<file path="src/rtl/enemy_pkg.sv">
// Shared encodings for the enemy sprite controller: FSM states, enemy kinds
// and sprite frame offsets relative to the configured base id.
package enemy_pkg;

   typedef enum logic [2:0] {
      ST_HIDDEN   = 3'd0,
      ST_WALK     = 3'd1,
      ST_SHELL    = 3'd2,
      ST_SLIDE    = 3'd3,
      ST_SQUASHED = 3'd4,
      ST_DEAD     = 3'd5
   } state_t;

   localparam int KIND_SQUASH = 0;
   localparam int KIND_SHELL  = 1;

   localparam int FRAME_WALK0 = 0;
   localparam int FRAME_WALK1 = 1;
   localparam int FRAME_FLAT  = 2;

endpackage

</file>
<file path="src/rtl/edge_pulse.sv">
// Registered rising-edge detector. The first clock after reset only captures
// the level, so an input already high at reset release never fires.
module edge_pulse (
   input  logic clk,
   input  logic rstn,
   input  logic i_level,
   output logic o_pulse
);

   logic r_prev;
   logic r_armed;
   logic r_pulse;

   always_ff @(posedge clk or negedge rstn) begin
      if (!rstn) begin
         r_prev  <= 1'b0;
         r_armed <= 1'b0;
         r_pulse <= 1'b0;
      end else begin
         r_prev  <= i_level;
         r_armed <= 1'b1;
         r_pulse <= r_armed & i_level & ~r_prev;
      end
   end

   assign o_pulse = r_pulse;

endmodule

</file>
<file path="src/rtl/enemy_walker.sv">
// Enemy sprite controller for shell-type and squash-type enemies: owns the
// behaviour FSM, horizontal position with bound clamping, and the state timer.
module enemy_walker
   import enemy_pkg::*;
#(
   parameter int KIND        = 1,
   parameter int POS_W       = 11,
   parameter int ID_W        = 6,
   parameter int ID_BASE     = 0,
   parameter int SPAWN_X     = 400,
   parameter int SPAWN_Y     = 300,
   parameter int X_MIN       = 0,
   parameter int X_MAX       = 1023,
   parameter int WALK_STEP   = 1,
   parameter int SLIDE_STEP  = 4,
   parameter int TIMER_W     = 24,
   parameter int SHELL_TIME  = 1000,
   parameter int SQUASH_TIME = 200
) (
   input  logic             clk,
   input  logic             rstn,
   input  logic             anim_tick,
   input  logic             initial_show,
   input  logic             collapsion_impulse,
   input  logic             press_impulse,
   input  logic             kick_dir,
   output logic [ID_W-1:0]  id,
   output logic             oriental,
   output logic [POS_W-1:0] w,
   output logic [POS_W-1:0] h,
   output logic             shell,
   output logic             shell_anim,
   output logic             alive
);

   localparam logic [ID_W-1:0]    L_ID_WALK0    = ID_W'(ID_BASE + FRAME_WALK0);
   localparam logic [ID_W-1:0]    L_ID_WALK1    = ID_W'(ID_BASE + FRAME_WALK1);
   localparam logic [ID_W-1:0]    L_ID_FLAT     = ID_W'(ID_BASE + FRAME_FLAT);
   localparam logic [TIMER_W-1:0] L_SHELL_LOAD  = TIMER_W'(SHELL_TIME - 1);
   localparam logic [TIMER_W-1:0] L_SQUASH_LOAD = TIMER_W'(SQUASH_TIME - 1);
   localparam logic [TIMER_W-1:0] L_WOBBLE      = TIMER_W'(SHELL_TIME / 4);

   // Returns {flip, position}; flip is set when the step hit a bound and was clamped.
   function automatic logic [POS_W:0] f_step(input logic [POS_W-1:0] pos,
                                             input logic dir, input int step);
      int p;
      p = dir ? int'(pos) + step : int'(pos) - step;
      if (p > X_MAX)      return {1'b1, POS_W'(X_MAX)};
      else if (p < X_MIN) return {1'b1, POS_W'(X_MIN)};
      else                return {1'b0, POS_W'(p)};
   endfunction

   logic w_press;
   logic w_coll;
   logic w_dir;
   logic w_flip;
   logic [POS_W-1:0] w_pos_nxt;

   state_t             r_state;
   logic [POS_W-1:0]   r_w;
   logic [POS_W-1:0]   r_h;
   logic               r_oriental;
   logic [ID_W-1:0]    r_id;
   logic               r_shell;
   logic               r_shell_anim;
   logic               r_alive;
   logic [TIMER_W-1:0] r_timer;

   edge_pulse u_press_edge (
      .clk     (clk),
      .rstn    (rstn),
      .i_level (press_impulse),
      .o_pulse (w_press)
   );

   edge_pulse u_coll_edge (
      .clk     (clk),
      .rstn    (rstn),
      .i_level (collapsion_impulse),
      .o_pulse (w_coll)
   );

   always_comb begin
      w_dir = r_oriental ^ w_coll;
      {w_flip, w_pos_nxt} = f_step(r_w, w_dir,
                                   (r_state == ST_SLIDE) ? SLIDE_STEP : WALK_STEP);
   end

   always_ff @(posedge clk or negedge rstn) begin
      if (!rstn) begin
         r_state      <= ST_HIDDEN;
         r_w          <= POS_W'(SPAWN_X);
         r_h          <= POS_W'(SPAWN_Y);
         r_oriental   <= 1'b0;
         r_id         <= L_ID_WALK0;
         r_shell      <= 1'b0;
         r_shell_anim <= 1'b0;
         r_alive      <= 1'b0;
         r_timer      <= '0;
      end else begin
         case (r_state)
            ST_HIDDEN: begin
               if (initial_show) begin
                  r_state <= ST_WALK;
                  r_alive <= 1'b1;
               end
            end
            ST_WALK: begin
               if (w_press) begin
                  r_state <= (KIND == KIND_SHELL) ? ST_SHELL : ST_SQUASHED;
                  r_timer <= (KIND == KIND_SHELL) ? L_SHELL_LOAD : L_SQUASH_LOAD;
                  r_id    <= L_ID_FLAT;
                  r_shell <= (KIND == KIND_SHELL);
               end else if (anim_tick) begin
                  r_w        <= w_pos_nxt;
                  r_oriental <= w_dir ^ w_flip;
                  r_id       <= (r_id == L_ID_WALK0) ? L_ID_WALK1 : L_ID_WALK0;
               end else begin
                  r_oriental <= w_dir;
               end
            end
            ST_SHELL: begin
               if (w_press) begin
                  r_state      <= ST_SLIDE;
                  r_oriental   <= kick_dir;
                  r_shell_anim <= 1'b0;
               end else if (r_timer == '0) begin
                  r_state      <= ST_WALK;
                  r_shell      <= 1'b0;
                  r_shell_anim <= 1'b0;
                  r_id         <= L_ID_WALK0;
               end else begin
                  r_timer <= r_timer - 1'b1;
                  // Wobble only in the final quarter so the player sees the wake-up coming.
                  if (r_timer < L_WOBBLE) begin
                     if (anim_tick) r_shell_anim <= ~r_shell_anim;
                  end else begin
                     r_shell_anim <= 1'b0;
                  end
               end
            end
            ST_SLIDE: begin
               if (w_press) begin
                  r_state      <= ST_SHELL;
                  r_timer      <= L_SHELL_LOAD;
                  r_shell_anim <= 1'b0;
               end else if (anim_tick) begin
                  r_w        <= w_pos_nxt;
                  r_oriental <= w_dir ^ w_flip;
               end else begin
                  r_oriental <= w_dir;
               end
            end
            ST_SQUASHED: begin
               if (r_timer == '0) begin
                  r_state <= ST_DEAD;
                  r_alive <= 1'b0;
               end else begin
                  r_timer <= r_timer - 1'b1;
               end
            end
            ST_DEAD: begin
               r_alive <= 1'b0;
            end
            default: r_state <= ST_HIDDEN;
         endcase
      end
   end

   assign id         = r_id;
   assign oriental   = r_oriental;
   assign w          = r_w;
   assign h          = r_h;
   assign shell      = r_shell;
   assign shell_anim = r_shell_anim;
   assign alive      = r_alive;

endmodule
</file>
<file path="config.mk">
export PLATFORM = sky130hd
export DESIGN_NAME = enemy_walker
export DESIGN_NICKNAME = d
export VERILOG_FILES = /design/src/rtl/enemy_pkg.sv /design/src/rtl/edge_pulse.sv /design/src/rtl/enemy_walker.sv
export SDC_FILE = /design/constraint.sdc
export NUM_CORES = 1
export LEC_CHECK = 0
export CAP_MARGIN = 20
export CORE_ASPECT_RATIO = 0.8
export CORE_MARGIN = 1
export CORE_UTILIZATION = 35
export CTS_BUF_LIST = sky130_fd_sc_hd__clkbuf_4
export CTS_CLUSTER_DIAMETER = 100
export DETAILED_ROUTE_END_ITERATION = 10
export GPL_TIMING_DRIVEN = 0
export PLACE_DENSITY_LB_ADDON = 0.05
export SKIP_LAST_GASP = 1
export SYNTH_ARGS = -nofsm -noshare
export SYNTH_HDL_FRONTEND = slang
export SYNTH_SLANG_ARGS = --single-unit
</file>
<file path="constraint.sdc">
create_clock -name clk -period 5 [get_ports clk]
set_clock_uncertainty 0.15 [all_clocks]
set_input_delay 1.5 -clock clk [delete_from_list [all_inputs] [get_ports clk]]
set_output_delay 1.5 -clock clk [all_outputs]
set_load 0.02 [all_outputs]
</file>
Word level (Yosys, flattened, before mapping)
Index checks and enable logic that the tools add are counted.
{ "totals": {"reg_bits": 53, "latchBits": 0, "ram_bits": 0, "romBits": 0, "wordCells": 100, "mem_count": 0} }
{ "op_classes": {"n_addsub": 3, "n_mul": 0, "n_div": 0, "magnitude_cmp": 3, "n_eq_ne": 17, "n_shift": 0, "muxes": 36, "n_bitwise": 11, "n_reduce_logical": 17} }
{ "op_table": {"columns": ["operator", "n"], "rows": [
  ["two-way mux 24 bit", 3],
  ["one-hot mux 24 bit (3 select lines)", 1],
  ["> comparator 32 x 11 -> 1 bit (second input constant)", 1],
  ["< comparator 32 x 1 -> 1 bit (second input constant)", 1],
  ["two-way mux 32 bit", 1],
  ["zero test 24 bit", 1],
  ["< comparator 24 x 8 -> 1 bit (second input constant)", 1],
  ["two-way mux 12 bit", 2],
  ["two-way mux 6 bit", 4],
  ["subtractor 24 x 1 -> 24 bit (second input constant)", 1],
  ["two-way mux 3 bit", 6],
  ["one-hot mux 3 bit (5 select lines)", 1],
  ["AND reduction 3 bit", 5],
  ["two-way mux 1 bit", 13],
  ["adder 11 x 3 -> 12 bit", 1],
  ["one-hot mux 6 bit (2 select lines)", 1],
  ["subtractor 11 x 3 -> 12 bit", 1],
  ["inequality test 2 bit (second input constant)", 5],
  ["inequality test 2 x 1 -> 1 bit (second input constant)", 4],
  ["AND reduction 4 bit", 2],
  ["== test 3 x 2 -> 1 bit (second input constant)", 2],
  ["== test 3 bit (second input constant)", 2],
  ["zero test 6 bit", 1],
  ["inequality test 3 x 2 -> 1 bit (second input constant)", 2],
  ["12 further kinds", 25]
]} }

Depth between registers and ports, before layout
{ "depth": {"depth_word": 11, "ltp_mapped": 13, "mapped_depth_nobuf": 11} }

Modules after synthesis
Synthesis repeated with hierarchy kept, for this count alone.
{ "unflattened": {"cells_unflattened": 343, "area_unflattened_um2": 3093.0} }
{ "modules_own_cells": {"columns": ["module", "n_inst", "cells_per_inst", "area_per_inst_um2"], "rows": [
  ["enemy_walker", 1, 333, 2917.8],
  ["edge_pulse", 2, 5, 87.6]
]} }

Worst setup path before layout
No wires, ideal clock.
{ "synth_path": {"path_kind": "flip-flop to flip-flop", "from": "register r_state[0]", "to": "register r_oriental (netlist: oriental)", "setup_time_ns": 0.088, "arrival_ns": 2.668, "slack_ns": 2.094, "path_stages_with_launch": 14, "synth_period_minus_slack_ns": 2.906, "cell_sequence": "dfrtp_1 buf_2 nor2b_1 clkbuf_1 nand2_1 ha_1 ha_1 nor2b_1 o21ai_0 o22ai_1 or3b_1 and3_1 o2111ai_1 nor3b_1"} }
{ "synth_via": {"elab_chain_len": 11, "elab_cells_between_ends": 20} }
{ "synth_rtl": {"columns": ["element", "line", "text"], "rows": [
  ["start, declared", "enemy_walker.sv:59", "state_t r_state;"],
  ["start signal, assigned", "enemy_walker.sv:110", "r_state <= (KIND == KIND_SHELL) ? ST_SHELL : ST_SQUASHED;"],
  ["== test 3 x 2 -> 1 bit", "enemy_walker.sv:86, enemy_walker.sv:101", null],
  ["two-way mux 3 bit", "enemy_walker.sv:86", "(r_state == ST_SLIDE) ? SLIDE_STEP : WALK_STEP);"],
  ["subtractor 11 x 3 -> 12 bit / adder 11 x 3 -> 12 bit (equally long branches)", "enemy_walker.sv:47", "p = dir ? int'(pos) + step : int'(pos) - step;"],
  ["two-way mux 32 bit", "enemy_walker.sv:47", null],
  ["< comparator 32 x 1 -> 1 bit", "enemy_walker.sv:49", "else if (p < X_MIN) return {1'b1, POS_W'(X_MIN)};"],
  ["two-way mux 12 bit", "enemy_walker.sv:49", null],
  ["two-way mux 12 bit", "enemy_walker.sv:48", "if (p > X_MAX) return {1'b1, POS_W'(X_MAX)};"],
  ["bitwise XOR 1 bit", "enemy_walker.sv:116, enemy_walker.sv:149", null],
  ["two-way mux 1 bit", "enemy_walker.sv:114, enemy_walker.sv:147", null],
  ["two-way mux 1 bit", "enemy_walker.sv:143", "if (w_press) begin"],
  ["one-hot mux 1 bit (2 select lines)", "enemy_walker.sv:101", "case (r_state)"],
  ["end signal, assigned", "enemy_walker.sv:116", "r_oriental <= w_dir ^ w_flip;"],
  ["end signal, assigned", "enemy_walker.sv:149", "r_oriental <= w_dir ^ w_flip;"],
  ["end signal, assigned", "enemy_walker.sv:151", "r_oriental <= w_dir;"],
  ["end, declared", "enemy_walker.sv:62", "logic r_oriental;"]
]} }
Parallel ways exist; a longest one is shown, timed or not. The select of a mux whose other input is x is not followed.
A chain may end at the register's enable or synchronous reset.

Worst setup path after layout
{ "layout_path": {"from": "register r_state[0]", "to": "register r_w[0] (netlist: w[0])"} }
{ "layout_via": {"elab_chain_len": 7, "elab_cells_between_ends": 12} }
{ "layout_rtl": {"columns": ["element", "line", "text"], "rows": [
  ["== test 3 x 2 -> 1 bit", "enemy_walker.sv:86, enemy_walker.sv:101", null],
  ["two-way mux 3 bit", "enemy_walker.sv:86", null],
  ["subtractor 11 x 3 -> 12 bit / adder 11 x 3 -> 12 bit (equally long branches)", "enemy_walker.sv:47", null],
  ["two-way mux 32 bit", "enemy_walker.sv:47", null],
  ["< comparator 32 x 1 -> 1 bit", "enemy_walker.sv:49", null],
  ["two-way mux 12 bit", "enemy_walker.sv:49", null],
  ["two-way mux 12 bit", "enemy_walker.sv:48", null],
  ["end signal, assigned", "enemy_walker.sv:92", "r_w <= POS_W'(SPAWN_X);"],
  ["end signal, assigned", "enemy_walker.sv:115", "r_w <= w_pos_nxt;"],
  ["end signal, assigned", "enemy_walker.sv:148", "r_w <= w_pos_nxt;"],
  ["end, declared", "enemy_walker.sv:60", "logic [POS_W-1:0] r_w;"]
]} }
Parallel ways exist; a longest one is shown, timed or not.

==> PnR_summary.wiki <==
{| class="wikitable"
! Metric !! Value
|-
| Async set-or-reset flop fraction in the synthesized netlist || 100.0%
|-
| Most used standard cell by instance count after synthesis || dfrtp_1
|-
| Post-route ant nets || 0
|-
| Max-slew violation count || 0
|-
| Sw frac || 41.89%
|-
| Path type of the worst setup path || flip-flop to flip-flop
|-
| # port buffers || 23
|-
| Synthesized flop and latch total || 49
|-
| Latest clock arrival within the worst-skew pair || 0.36 ns
|-
| Number of antenna violations at the first check in global routing || 0
|-
| Total standard cell area after synthesis || 0.002958 mm^2
|-
| Seq pwr share || 39.8%
|-
| Commonest cells in the synthesized netlist || dfrtp_1, nor2_1, nand2_1
|-
| Critical Path, Cell by Cell || buf_2, nor2b_1, clkbuf_1, nand2_1, ha_1, a211oi_1, nand3_1, nor2_1, nor2_1, o211ai_2, o311ai_0
|-
| Placeable core region || 0.008055 mm^2
|-
| Average cell area after synthesis || 8.963 um^2
|-
| Slew margin rel. || a little under a third
|-
| Effective utilization at floorplan || 36.72%
|-
| Power density over the cells || 413.0 mW/mm^2
|-
| Total wirelength of the detailed-routed design || slightly below 7 mm
|-
| Register clock-pin slew on the reported worst setup and hold paths || 0.15 ns
|-
| Smallest setup slack after layout || roughly 1.3 ns
|-
| Minimum setup slack after placement || 1.038 ns
|-
| Met3 track utilization from global routing || 3.106%
|-
| Global Route met2 Usage || 22.70%
|-
| Count of cells resized by post-cts repair || 0
|-
| Maximum single-stage delay on the critical path || 0.61 ns
|-
| Status || finished, final reports clean
|-
| TritonCTS clock tree || done
|-
| Hold depth || 1
|-
| Dominant synthesized flop cell || dfrtp_1
|-
| Worst Tran Pin Value || 1.023 ns
|-
| Hold Slack || 0.2546 ns
|-
| Launch instance of the worst min-delay path || u_coll_edge.r_prev
|-
| Post-synthesis cell type count || 60
|-
| Standard cell with the maximum stage delay on the critical path || nor2_1
|-
| Endpoint of the lowest-slack register-to-register path || w[0]
|-
| Number of buffers inserted during clock tree synthesis || 5
|-
| Via density || ~5
|-
| Global-route wire length before repair || 11.60 mm
|-
| Yosys warning count || 11
|-
| Number of fill cells in the layout || 809
|-
| Sequential-to-total area share from yosys stat || about 42%
|-
| RSZ-0062 raised after global routing || no
|-
| Routability cong. || 0.7956
|-
| Count of pins on the block boundary || 39
|-
| Cell taking the most area after synthesis || dfrtp_1
|-
| Post-layout minimum cycle time || between 3 and 4 ns
|-
| Clock root buffer || clkbuf_4
|-
| Finish-stage setup viols || 0
|-
| Post-CTS setup-driven buffer insertion count || 0
|-
| Vertical die dimension || 84.23 um
|-
| Cell family with most CP delay || simple AND/OR/NAND/NOR gates
|-
| Top cells by area, synth || dfrtp_1, nor2_1, buf_4
|-
| Critical path capture point type || flip-flop
|-
| Summed negative setup slack over all endpoints || 0 ns
|-
| Register-to-Register Setup Slack || around 1.3 ns
|-
| Std cell rows || 29
|-
| Antenna diode count || 0
|-
| H-tree depth || 2
|-
| Max Fanout on Critical Path || 10
|-
| Floorplan die width || 104.8 um
|-
| Sinks on Clock Net || 49
|-
| Total number of vias || 2431
|-
| Post-Place Cells || about 480
|-
| Clock group share of total power || 14.0%
|-
| Required arrival time at the worst endpoint || 5.07 ns
|-
| Post-DP HPWL || ~5 mm
|-
| Share of layout cells above drive strength 1 || 11.97%
|-
| Overflow left after global routing || 0
|-
| Number of nets in the final layout || 389
|-
| Arr. time, crit path || 3.80 ns
|-
| End point of the most critical hold path || u_coll_edge.o_pulse
|-
| Switching pwr || 597.0 uW
|-
| Number of max-cap violations || 0
|-
| DRC violation count after routing || 0
|-
| Maximum number of pins on one net before global-route repair || 36
|-
| Mapped Cells || 330
|-
| Mean routed wirelength per cell || 14.01 um
|-
| Post-synth EDFFs || 0
|-
| Crit path buf inv count || 2
|-
| Reg2Reg Launch Point || r_state[0]
|-
| Fraction of the cycle the final worst path needs || between 70% and 80%
|-
| Drt pass-1 iters || 4
|-
| Leakage power || 0.001493 uW
|-
| Layout overhead on the synthesized area || 16.67%
|-
| Hold-fix buffers, CTS || 0
|-
| Met1 routing resource usage after global routing || between 20% and 30%
|-
| Highest achievable clock rate || between 0.2 and 0.3 GHz
|-
| Fraction of synthesized cell area taken by the top area cell type || between 30% and 40%
|-
| Overall fraction of global-route tracks in use || 16.47%
|-
| Combinational fraction of design power || a little under half
|-
| Cell type with the highest occurrence count on the critical path || nor2_1
|-
| Final hold violation count || 0
|-
| Die area || 0.008825 mm^2
|-
| Non-filler instance count after layout || 484
|-
| Internal power consumption || between 800 and 900 uW
|-
| Busiest layer in global routing || met1
|-
| Clock Path Buffers || 2
|-
| Peak supply drop || 0.0001690 V
|-
| Number of cells on the worst reg-to-reg path || 11
|-
| DR iter-0 viols || 118
|-
| Kind of path behind the tightest hold check || flip-flop to flip-flop
|-
| Number of global-route vias before repair || 2242
|-
| Crit path launch type || flip-flop
|}
## cells by family (layout without fill, tap and decap cells)
group	after synthesis	after routing	share of synthesized area, %
AOI/OAI and AO/OA	70	70	15.31
xor gates and xnor gates	19	19	5.626
adders and majority gates	7	7	2.961
buffers and inverters	37	69	6.684
DFF	49	49	41.58
muxes	2	2	0.6768
other	2	16	0.2539
and+or+nand+nor	144	144	26.90
## state kept, by name (all words and copies together), names as in the netlist, 2 cells and up
register	count
r_state	3
w	11
r_timer	24
id	2
## routing by layer
metal	part of all wire, %	up-vias
met1	55	1139
met5	0	-
met3	4.9	5
met4	0.68	0
li1	-	1229
met2	39	58
## worst max-delay path by stage
stage | startpoint | end | slack, ns | depth (start not counted)
2_1_floorplan | r_state[0] | oriental | 2.09 | 13
3_3_place_gp | rstn | r_timer[19] | 0.64 | 1
3_5_place_dp | anim_tick | w[8] | 1.04 | 5
4_1_cts | r_state[0] | w[0] | 1.30 | 11
5_1_grt | r_state[0] | w[0] | 1.01 | 11
6_report | r_state[0] | w[0] | 1.27 | 11
## cell usage in the layout (no fill, tap or decap), drive strengths merged, types with 3 or more instances in the layout
cell type	count
dfrtp	46
nor2	39
nand2	27
clkdlybuf4s50	22
o21ai	22
a21oi	19
buf	19
nor3	17
conb	16
clkbuf	16
inv	12
or3	11
xnor2	11
nand3	9
xor2	8
ha	7
nor4	7
nor3b	5
nor2b	4
and2	4
nand2b	3
o21a	3
a31oi	3
o311ai	3
and3	3
dfstp	3
a211oi	3
o2111ai	3
## cell type report
type                            instances  area, um^2  area share, %
Multi-Input combinational cell        258        1583          45.87
Tap cell                              108       135.1          3.916
Clock buffer                            8       60.06          1.740
Sequential cell                        49        1230          35.64
Inverter                               12       45.04          1.305
Buffer                                 25       152.6          4.423
Timing Repair Buffer                   24       245.2          7.107
## power by group through the flow
stage | Sequential [uW] | Combinational [uW] | Clock (uW)
after CTS | 566 | 659 | 209
after global routing | 582 | 734 | 228
after global placement | 574 | 652 | 0
after detailed placement | 573 | 654 | 0
final | 567 | 659 | 199
after floorplan | 612 | 389 | 0
## metrics by stage
stage | util (%) | power, uW | area (um^2)
after detailed placement | 42.09 | 1227 | 3391
after global routing | 42.84 | 1544 | 3451
after floorplan | - | 1001 | 3010
after CTS | 42.84 | 1434 | 3451
after global placement | 41.91 | 1225 | 3376
final | 42.84 | 1425 | 3451
(Power assumes the default switching activity.)
